### src/rtl/arb_pkg.sv
// Shared definitions for the unified I/D memory port arbiter: FSM encoding,
// requester IDs, legal parameter bounds and small helpers.
package arb_pkg;

   typedef enum logic [1:0] {
      IDLE   = 2'd0,
      WAIT_I = 2'd1,
      WAIT_D = 2'd2
   } arbState_t;

   localparam logic REQ_I = 1'b0;
   localparam logic REQ_D = 1'b1;

   localparam int RD_LAT_MIN     = 1;
   localparam int RD_LAT_MAX     = 4;
   localparam int STARVE_MAX_MIN = 1;
   localparam int STARVE_MAX_MAX = 15;

   // Widths sized to hold RD_LAT_MAX-1 and STARVE_MAX_MAX
   localparam int LAT_CNT_W    = 2;
   localparam int STARVE_CNT_W = 4;

   function automatic logic [31:0] satInc32(input logic [31:0] v);
      return (v == 32'hFFFF_FFFF) ? v : v + 32'd1;
   endfunction

endpackage

### src/rtl/arb_read_tracker.sv
// Read-latency tracker: counts down the fixed memory latency, captures the
// returned word into the owning requester's held register and pulses RValid.
module arb_read_tracker
   import arb_pkg::*;
#(
   parameter int DATA_W = 32,
   parameter int RD_LAT = 1
) (
   input  logic              iCLK,
   input  logic              iRST,
   input  logic              iStart,
   input  logic              iWait,
   input  logic              iWaitId,
   input  logic [DATA_W-1:0] iM_ReadData,
   output logic              oDone,
   output logic              oI_RValid,
   output logic [DATA_W-1:0] oI_RData,
   output logic              oD_RValid,
   output logic [DATA_W-1:0] oD_RData
);

   localparam logic [LAT_CNT_W-1:0] LAT_LOAD = LAT_CNT_W'(RD_LAT - 1);

   logic [LAT_CNT_W-1:0] latCnt;

   // Last WAIT cycle: memory data is on iM_ReadData right now
   assign oDone = iWait && (latCnt == '0);

   always_ff @(posedge iCLK) begin
      if (iRST) begin
         latCnt <= '0;
      end else if (iStart) begin
         latCnt <= LAT_LOAD;
      end else if (iWait && (latCnt != '0)) begin
         latCnt <= latCnt - 1'b1;
      end
   end

   // One capture slot per requester, indexed by requester ID
   for (genvar gi = 0; gi < 2; gi++) begin : gCap
      logic              rValid;
      logic [DATA_W-1:0] rData;
      logic              hit;

      assign hit = oDone && (iWaitId == 1'(gi));

      always_ff @(posedge iCLK) begin
         if (iRST) begin
            rValid <= 1'b0;
            rData  <= '0;
         end else begin
            rValid <= hit;
            if (hit) begin
               rData <= iM_ReadData;
            end
         end
      end
   end

   assign oI_RValid = gCap[0].rValid;
   assign oI_RData  = gCap[0].rData;
   assign oD_RValid = gCap[1].rValid;
   assign oD_RData  = gCap[1].rData;

endmodule

### src/rtl/mem_port_arbiter.sv
// Shares one memory port between instruction fetch (I) and load/store (D);
// D has priority, a starvation counter forces I through. Option: ARB_PERF_CNT_EN.
module mem_port_arbiter
   import arb_pkg::*;
#(
   parameter int ADDR_W     = 32,
   parameter int DATA_W     = 32,
   parameter int RD_LAT     = 1,
   parameter int STARVE_MAX = 4
) (
   input  logic                iCLK,
   input  logic                iRST,
   input  logic                iI_Req,
   input  logic [ADDR_W-1:0]   iI_Addr,
   output logic                oI_Gnt,
   output logic                oI_RValid,
   output logic [DATA_W-1:0]   oI_RData,
   input  logic                iD_Req,
   input  logic                iD_We,
   input  logic [DATA_W/8-1:0] iD_Be,
   input  logic [ADDR_W-1:0]   iD_Addr,
   input  logic [DATA_W-1:0]   iD_WData,
   output logic                oD_Gnt,
   output logic                oD_RValid,
   output logic [DATA_W-1:0]   oD_RData,
   output logic                oM_ReadEnable,
   output logic                oM_WriteEnable,
   output logic [DATA_W/8-1:0] oM_ByteEnable,
   output logic [ADDR_W-1:0]   oM_Address,
   output logic [DATA_W-1:0]   oM_WriteData,
   input  logic [DATA_W-1:0]   iM_ReadData,
   output logic                oBusy
`ifdef ARB_PERF_CNT_EN
   ,
   output logic [31:0]         oI_StallCnt,
   output logic [31:0]         oD_StallCnt
`endif
);

   if ((RD_LAT < RD_LAT_MIN) || (RD_LAT > RD_LAT_MAX)) begin : gBadLat
      $error("mem_port_arbiter: RD_LAT out of range 1..4");
   end
   if ((STARVE_MAX < STARVE_MAX_MIN) || (STARVE_MAX > STARVE_MAX_MAX)) begin : gBadStarve
      $error("mem_port_arbiter: STARVE_MAX out of range 1..15");
   end

   localparam logic [STARVE_CNT_W-1:0] STARVE_LIM = STARVE_CNT_W'(STARVE_MAX);

   arbState_t               state, stateNext;
   logic [STARVE_CNT_W-1:0] starveCnt;
   logic                    canGrant, gntI, gntD, readStart, trkDone, waiting, waitId;

   // Grants are suppressed while reset is held so nothing leaks onto the bus
   assign canGrant  = (state == IDLE) && !iRST;
   assign gntD      = canGrant && iD_Req && (starveCnt < STARVE_LIM);
   assign gntI      = canGrant && iI_Req && !gntD;
   assign readStart = (gntD && !iD_We) || gntI;
   assign waiting   = (state == WAIT_I) || (state == WAIT_D);
   assign waitId    = (state == WAIT_D) ? REQ_D : REQ_I;

   assign oI_Gnt = gntI;
   assign oD_Gnt = gntD;
   assign oBusy  = (state != IDLE);

   always_ff @(posedge iCLK) begin
      if (iRST) begin
         state <= IDLE;
      end else begin
         state <= stateNext;
      end
   end

   always_comb begin
      stateNext      = state;
      oM_ReadEnable  = 1'b0;
      oM_WriteEnable = 1'b0;
      oM_ByteEnable  = '0;
      oM_Address     = '0;
      oM_WriteData   = '0;
      case (state)
         IDLE: begin
            if (gntD) begin
               oM_ReadEnable  = !iD_We;
               oM_WriteEnable = iD_We;
               oM_ByteEnable  = iD_Be;
               oM_Address     = iD_Addr;
               oM_WriteData   = iD_WData;
               // Writes finish in the grant cycle; only reads wait
               if (!iD_We) begin
                  stateNext = WAIT_D;
               end
            end else if (gntI) begin
               oM_ReadEnable = 1'b1;
               oM_ByteEnable = '1;
               oM_Address    = iI_Addr;
               stateNext     = WAIT_I;
            end
         end
         WAIT_I, WAIT_D: begin
            if (trkDone) begin
               stateNext = IDLE;
            end
         end
         default: stateNext = IDLE;
      endcase
   end

   always_ff @(posedge iCLK) begin
      if (iRST) begin
         starveCnt <= '0;
      end else if (iI_Req && !gntI) begin
         if (starveCnt != STARVE_LIM) begin
            starveCnt <= starveCnt + 1'b1;
         end
      end else begin
         starveCnt <= '0;
      end
   end

   arb_read_tracker #(
      .DATA_W (DATA_W),
      .RD_LAT (RD_LAT)
   ) uTracker (
      .iCLK        (iCLK),
      .iRST        (iRST),
      .iStart      (readStart),
      .iWait       (waiting),
      .iWaitId     (waitId),
      .iM_ReadData (iM_ReadData),
      .oDone       (trkDone),
      .oI_RValid   (oI_RValid),
      .oI_RData    (oI_RData),
      .oD_RValid   (oD_RValid),
      .oD_RData    (oD_RData)
   );

`ifdef ARB_PERF_CNT_EN
   always_ff @(posedge iCLK) begin
      if (iRST) begin
         oI_StallCnt <= '0;
         oD_StallCnt <= '0;
      end else begin
         if (iI_Req && !gntI) begin
            oI_StallCnt <= satInc32(oI_StallCnt);
         end
         if (iD_Req && !gntD) begin
            oD_StallCnt <= satInc32(oD_StallCnt);
         end
      end
   end
`endif

endmodule

### config.mk
export PLATFORM = sky130hd
export DESIGN_NAME = mem_port_arbiter
export DESIGN_NICKNAME = d
export VERILOG_FILES = /design/src/rtl/arb_pkg.sv /design/src/rtl/arb_read_tracker.sv /design/src/rtl/mem_port_arbiter.sv
export SDC_FILE = /design/constraint.sdc
export NUM_CORES = 1
export LEC_CHECK = 0
export CELL_PAD_IN_SITES_DETAIL_PLACEMENT = 1
export CELL_PAD_IN_SITES_GLOBAL_PLACEMENT = 1
export CORE_MARGIN = 2
export CORE_UTILIZATION = 25
export DETAILED_ROUTE_END_ITERATION = 12
export GPL_TIMING_DRIVEN = 0
export HOLD_SLACK_MARGIN = 0.15
export MAX_ROUTING_LAYER = met4
export PLACE_DENSITY = 0.91
export SLEW_MARGIN = 40
export SYNTH_ARGS = -nofsm -noshare
export SYNTH_HDL_FRONTEND = slang
export SYNTH_HIERARCHICAL = 1
export SYNTH_SLANG_ARGS = --single-unit
### constraint.sdc
create_clock -name iCLK -period 5.45 [get_ports iCLK]
set_input_delay 1.3625 -clock iCLK [delete_from_list [all_inputs] [get_ports iCLK]]
set_output_delay 1.3625 -clock iCLK [all_outputs]
set_load 0.05 [all_outputs]
==> results of run 1 <==
-- cell usage after synthesis, drive strengths merged (5+ instances only) --
library cell	count	area share
inv	10	0.010
buf	28	0.067
ha	5	0.017
and2	32	0.055
clkbuf	6	0.0062
a22o	32	0.088
dfxtp	74	0.41
nor2	7	0.0072
nor3	5	0.010
a21oi	65	0.12
nand2	130	0.13
a21o	6	0.012
-- cells by family after synthesis --
logic type / Yosys count
AOI/OAI and AO/OA: 110
muxes: 2
buffers and inverters: 45
and+or+nand+nor: 190
adders and majority gates: 5
DFF: 74
xor gates and xnor gates: 2
-- repair_timing --
action / CTS / global route
endpoints found under the hold margin: 0 / 0
setup endpoints to repair: 13 / 12
resized for setup: 13 / 13
hold buffers: 0 / 0
-- through the flow --
stage	util	total power, mW
after floorplan	-	1.26
after global placement	0.461	1.63
after detailed placement	0.461	1.66
after CTS	0.480	2.24
after global routing	0.482	2.31
final	0.482	2.21
-- final cells by class --
cell class	count	area, um2
fill	1689	7450
timing repair buffer	275	2760
multi-input combinational	309	1850
sequential	74	1480
buffer	34	269
tap	184	230
clock buffer	10	229
clock inverter	5	56.3
inverter	11	41.3
-- how the worst max path moves through the flow --
stage	start	endpoint	slack, ps	depth (start not counted)
after global placement	iRST	oM_Address[30]	-20	6
final	iD_Req	oM_Address[26]	90	7
after floorplan	iD_Req	oM_WriteEnable	790	3
after CTS	iRST	oM_Address[28]	20	6
after global routing	iD_Req	oM_Address[26]	1	7
after detailed placement	iRST	oM_Address[30]	-100	6
-- state kept, by name, summed over array words and instances (netlist names) --
register,count
uTracker/oD_RValid,1
uTracker/latCnt,2
starveCnt,4
uTracker/oI_RData,32
state,2
uTracker/oI_RValid,1
uTracker/oD_RData,32
-- power breakdown --
group	switching, mW	total [mW]	internal, mW	leakage [nW]
clock	0.223	0.574	0.351	0.138
combinational	0.635	1.01	0.375	2.00
sequential	0.0301	0.626	0.595	0.600
total	0.888	2.21	1.32	2.74
-- worst max-delay path, stage by stage --
cell             delay [ps]
clkdlybuf4s50_1         490
or3b_1                  370
buf_6                   150
nor3_4                  400
buf_6                   220
a22o_2                  160
clkdlybuf4s50_1         830
-- routing by layer --
layer  up-vias  wire, um  part of all wire
li1       1999         -                 -
met1      2055      7020              0.37
met2       182      9770              0.52
met3        30      1180             0.063
met4         0       782             0.042
met5         -         0                 0
==> run metrics, run 1 <==
status=completed; die width=125 um; CP Class=input pin to output pin; compound-cell area share of the yosys netlist=0.241; via count=4266; Hold EP=uTracker/oI_RData[17]$_SDFFE_PP0P_; HP Class=flop to flop; pre-CTS WS=-101 ps; #FFs+latches synth=74; Final Skew=11.1 ps; post-DR vias/cell=4.73; met2 Usage GRT=0.435; Diodes inserted=0; final hold violations=0; Syn Inst Count=428; fin crit share=0.983; Final Critical Period=5360 ps; largest family of logic cells by synthesized area=compound AO/OA/AOI/OAI gates; reg2reg setup slack=3500 ps; xor and xnor area share after synthesis=0.00481; TritonCTS clock tree=yes; GRT met1 Usage=0.256; RSZ-0062 raised after global routing=false; die height=125 um; vias in the first global route=4689; CTS Buf Count=9; Async SR Flop Fraction=0; gpl congestion=0.941; Final WS setup=94.4 ps; Antenna Violating Nets Remaining=0; leak pwr=2.74 nW; Synth Flop Type=dfxtp_1; syn_area_per_cell=8.50 um2; hold path depth=2; grt ovf=0; met3 Use GR=0.0571; CTS clk-pin slew, worst paths=60 ps; RR Endpoint=uTracker/latCnt[1]$_SDFFE_PP0P_; Ports=276; GRT Util Overall=0.244; Total Routed Length=18700 um; placed insts=887; Hold Startpoint=uTracker/oI_RData[17]$_SDFFE_PP0P_; most common cell after layout, fill and taps aside=clkdlybuf4s50_1; CTS root buf=clkbuf_16; wire length per cell=20.8 um; Post-Syn Nets=570; initial DRC count=132; worst slew pin tran=731 ps; Yosys Warn Count=6; hpwl dp=15300 um; DRC viols=0; antenna violations before repair=0; # H-tree levels=3; reg2reg path depth=6; share of cells above drive strength 1=0.156; Seq/Total Area, Yosys=0.407; 1st-pass router iterations=5; Worst-Skew Late Latency=340 ps; most frequent cells in the layout=251 x clkdlybuf4s50_1, 130 x nand2_1, 74 x dfxtp_1; adder-cell share of the synthesized area=0.0172; CTS Sinks=74; post-synthesis simple-gate area fraction=0.239; setup violators final=0; Pins Over Slew Limit=0; Reg-to-Reg Start=starveCnt[2]$_SDFFE_PP0N_; number of flops mapped to enable cells by yosys=0; mapped cell area=3640 um2; Setup Total Neg Slack=0 ps; Area Overhead vs Synth=90.1%; number of port buffers=275; global routing's busiest layer=met2; post-synthesis mux area share=0.00550; startpoint types=input pin; Power Density=319 nW/um2; fin cells=902; Crit. End Element=output pin; fin nets=856; CTS max path bufs=2; design area=6920 um2; Max FO, Critical Path=10; Die ar.=15500 um2; Core ar.=14400 um2; Initial Utilization=0.253; Slew HR=0.513; Worst EP arrival=3990 ps; Peak VDD IR=0.139 mV; CP required=4090 ps; placed cell area=6620 um2; Post CTS Setup Buffer Count=0; num rows=44; largest net degree at the start of global routing=13; fmax=0.187 GHz; max-cap viol count=0; Yosys cell types=38; Hold WS=463 ps; first-pass GRT wire length=28300 um
Note: power is estimated with default switching activity, not from simulation.
==> run 2: changes to the inputs <==
--- a/config.mk
+++ b/config.mk
@@ -11,7 +11,6 @@
 export CORE_UTILIZATION = 25
 export DETAILED_ROUTE_END_ITERATION = 12
 export GPL_TIMING_DRIVEN = 0
-export HOLD_SLACK_MARGIN = 0.15
 export MAX_ROUTING_LAYER = met4
 export PLACE_DENSITY = 0.91
 export SLEW_MARGIN = 40
==> results of run 2 <==
Same layout as run 1: the final DEF is identical, and so are final timing and power.
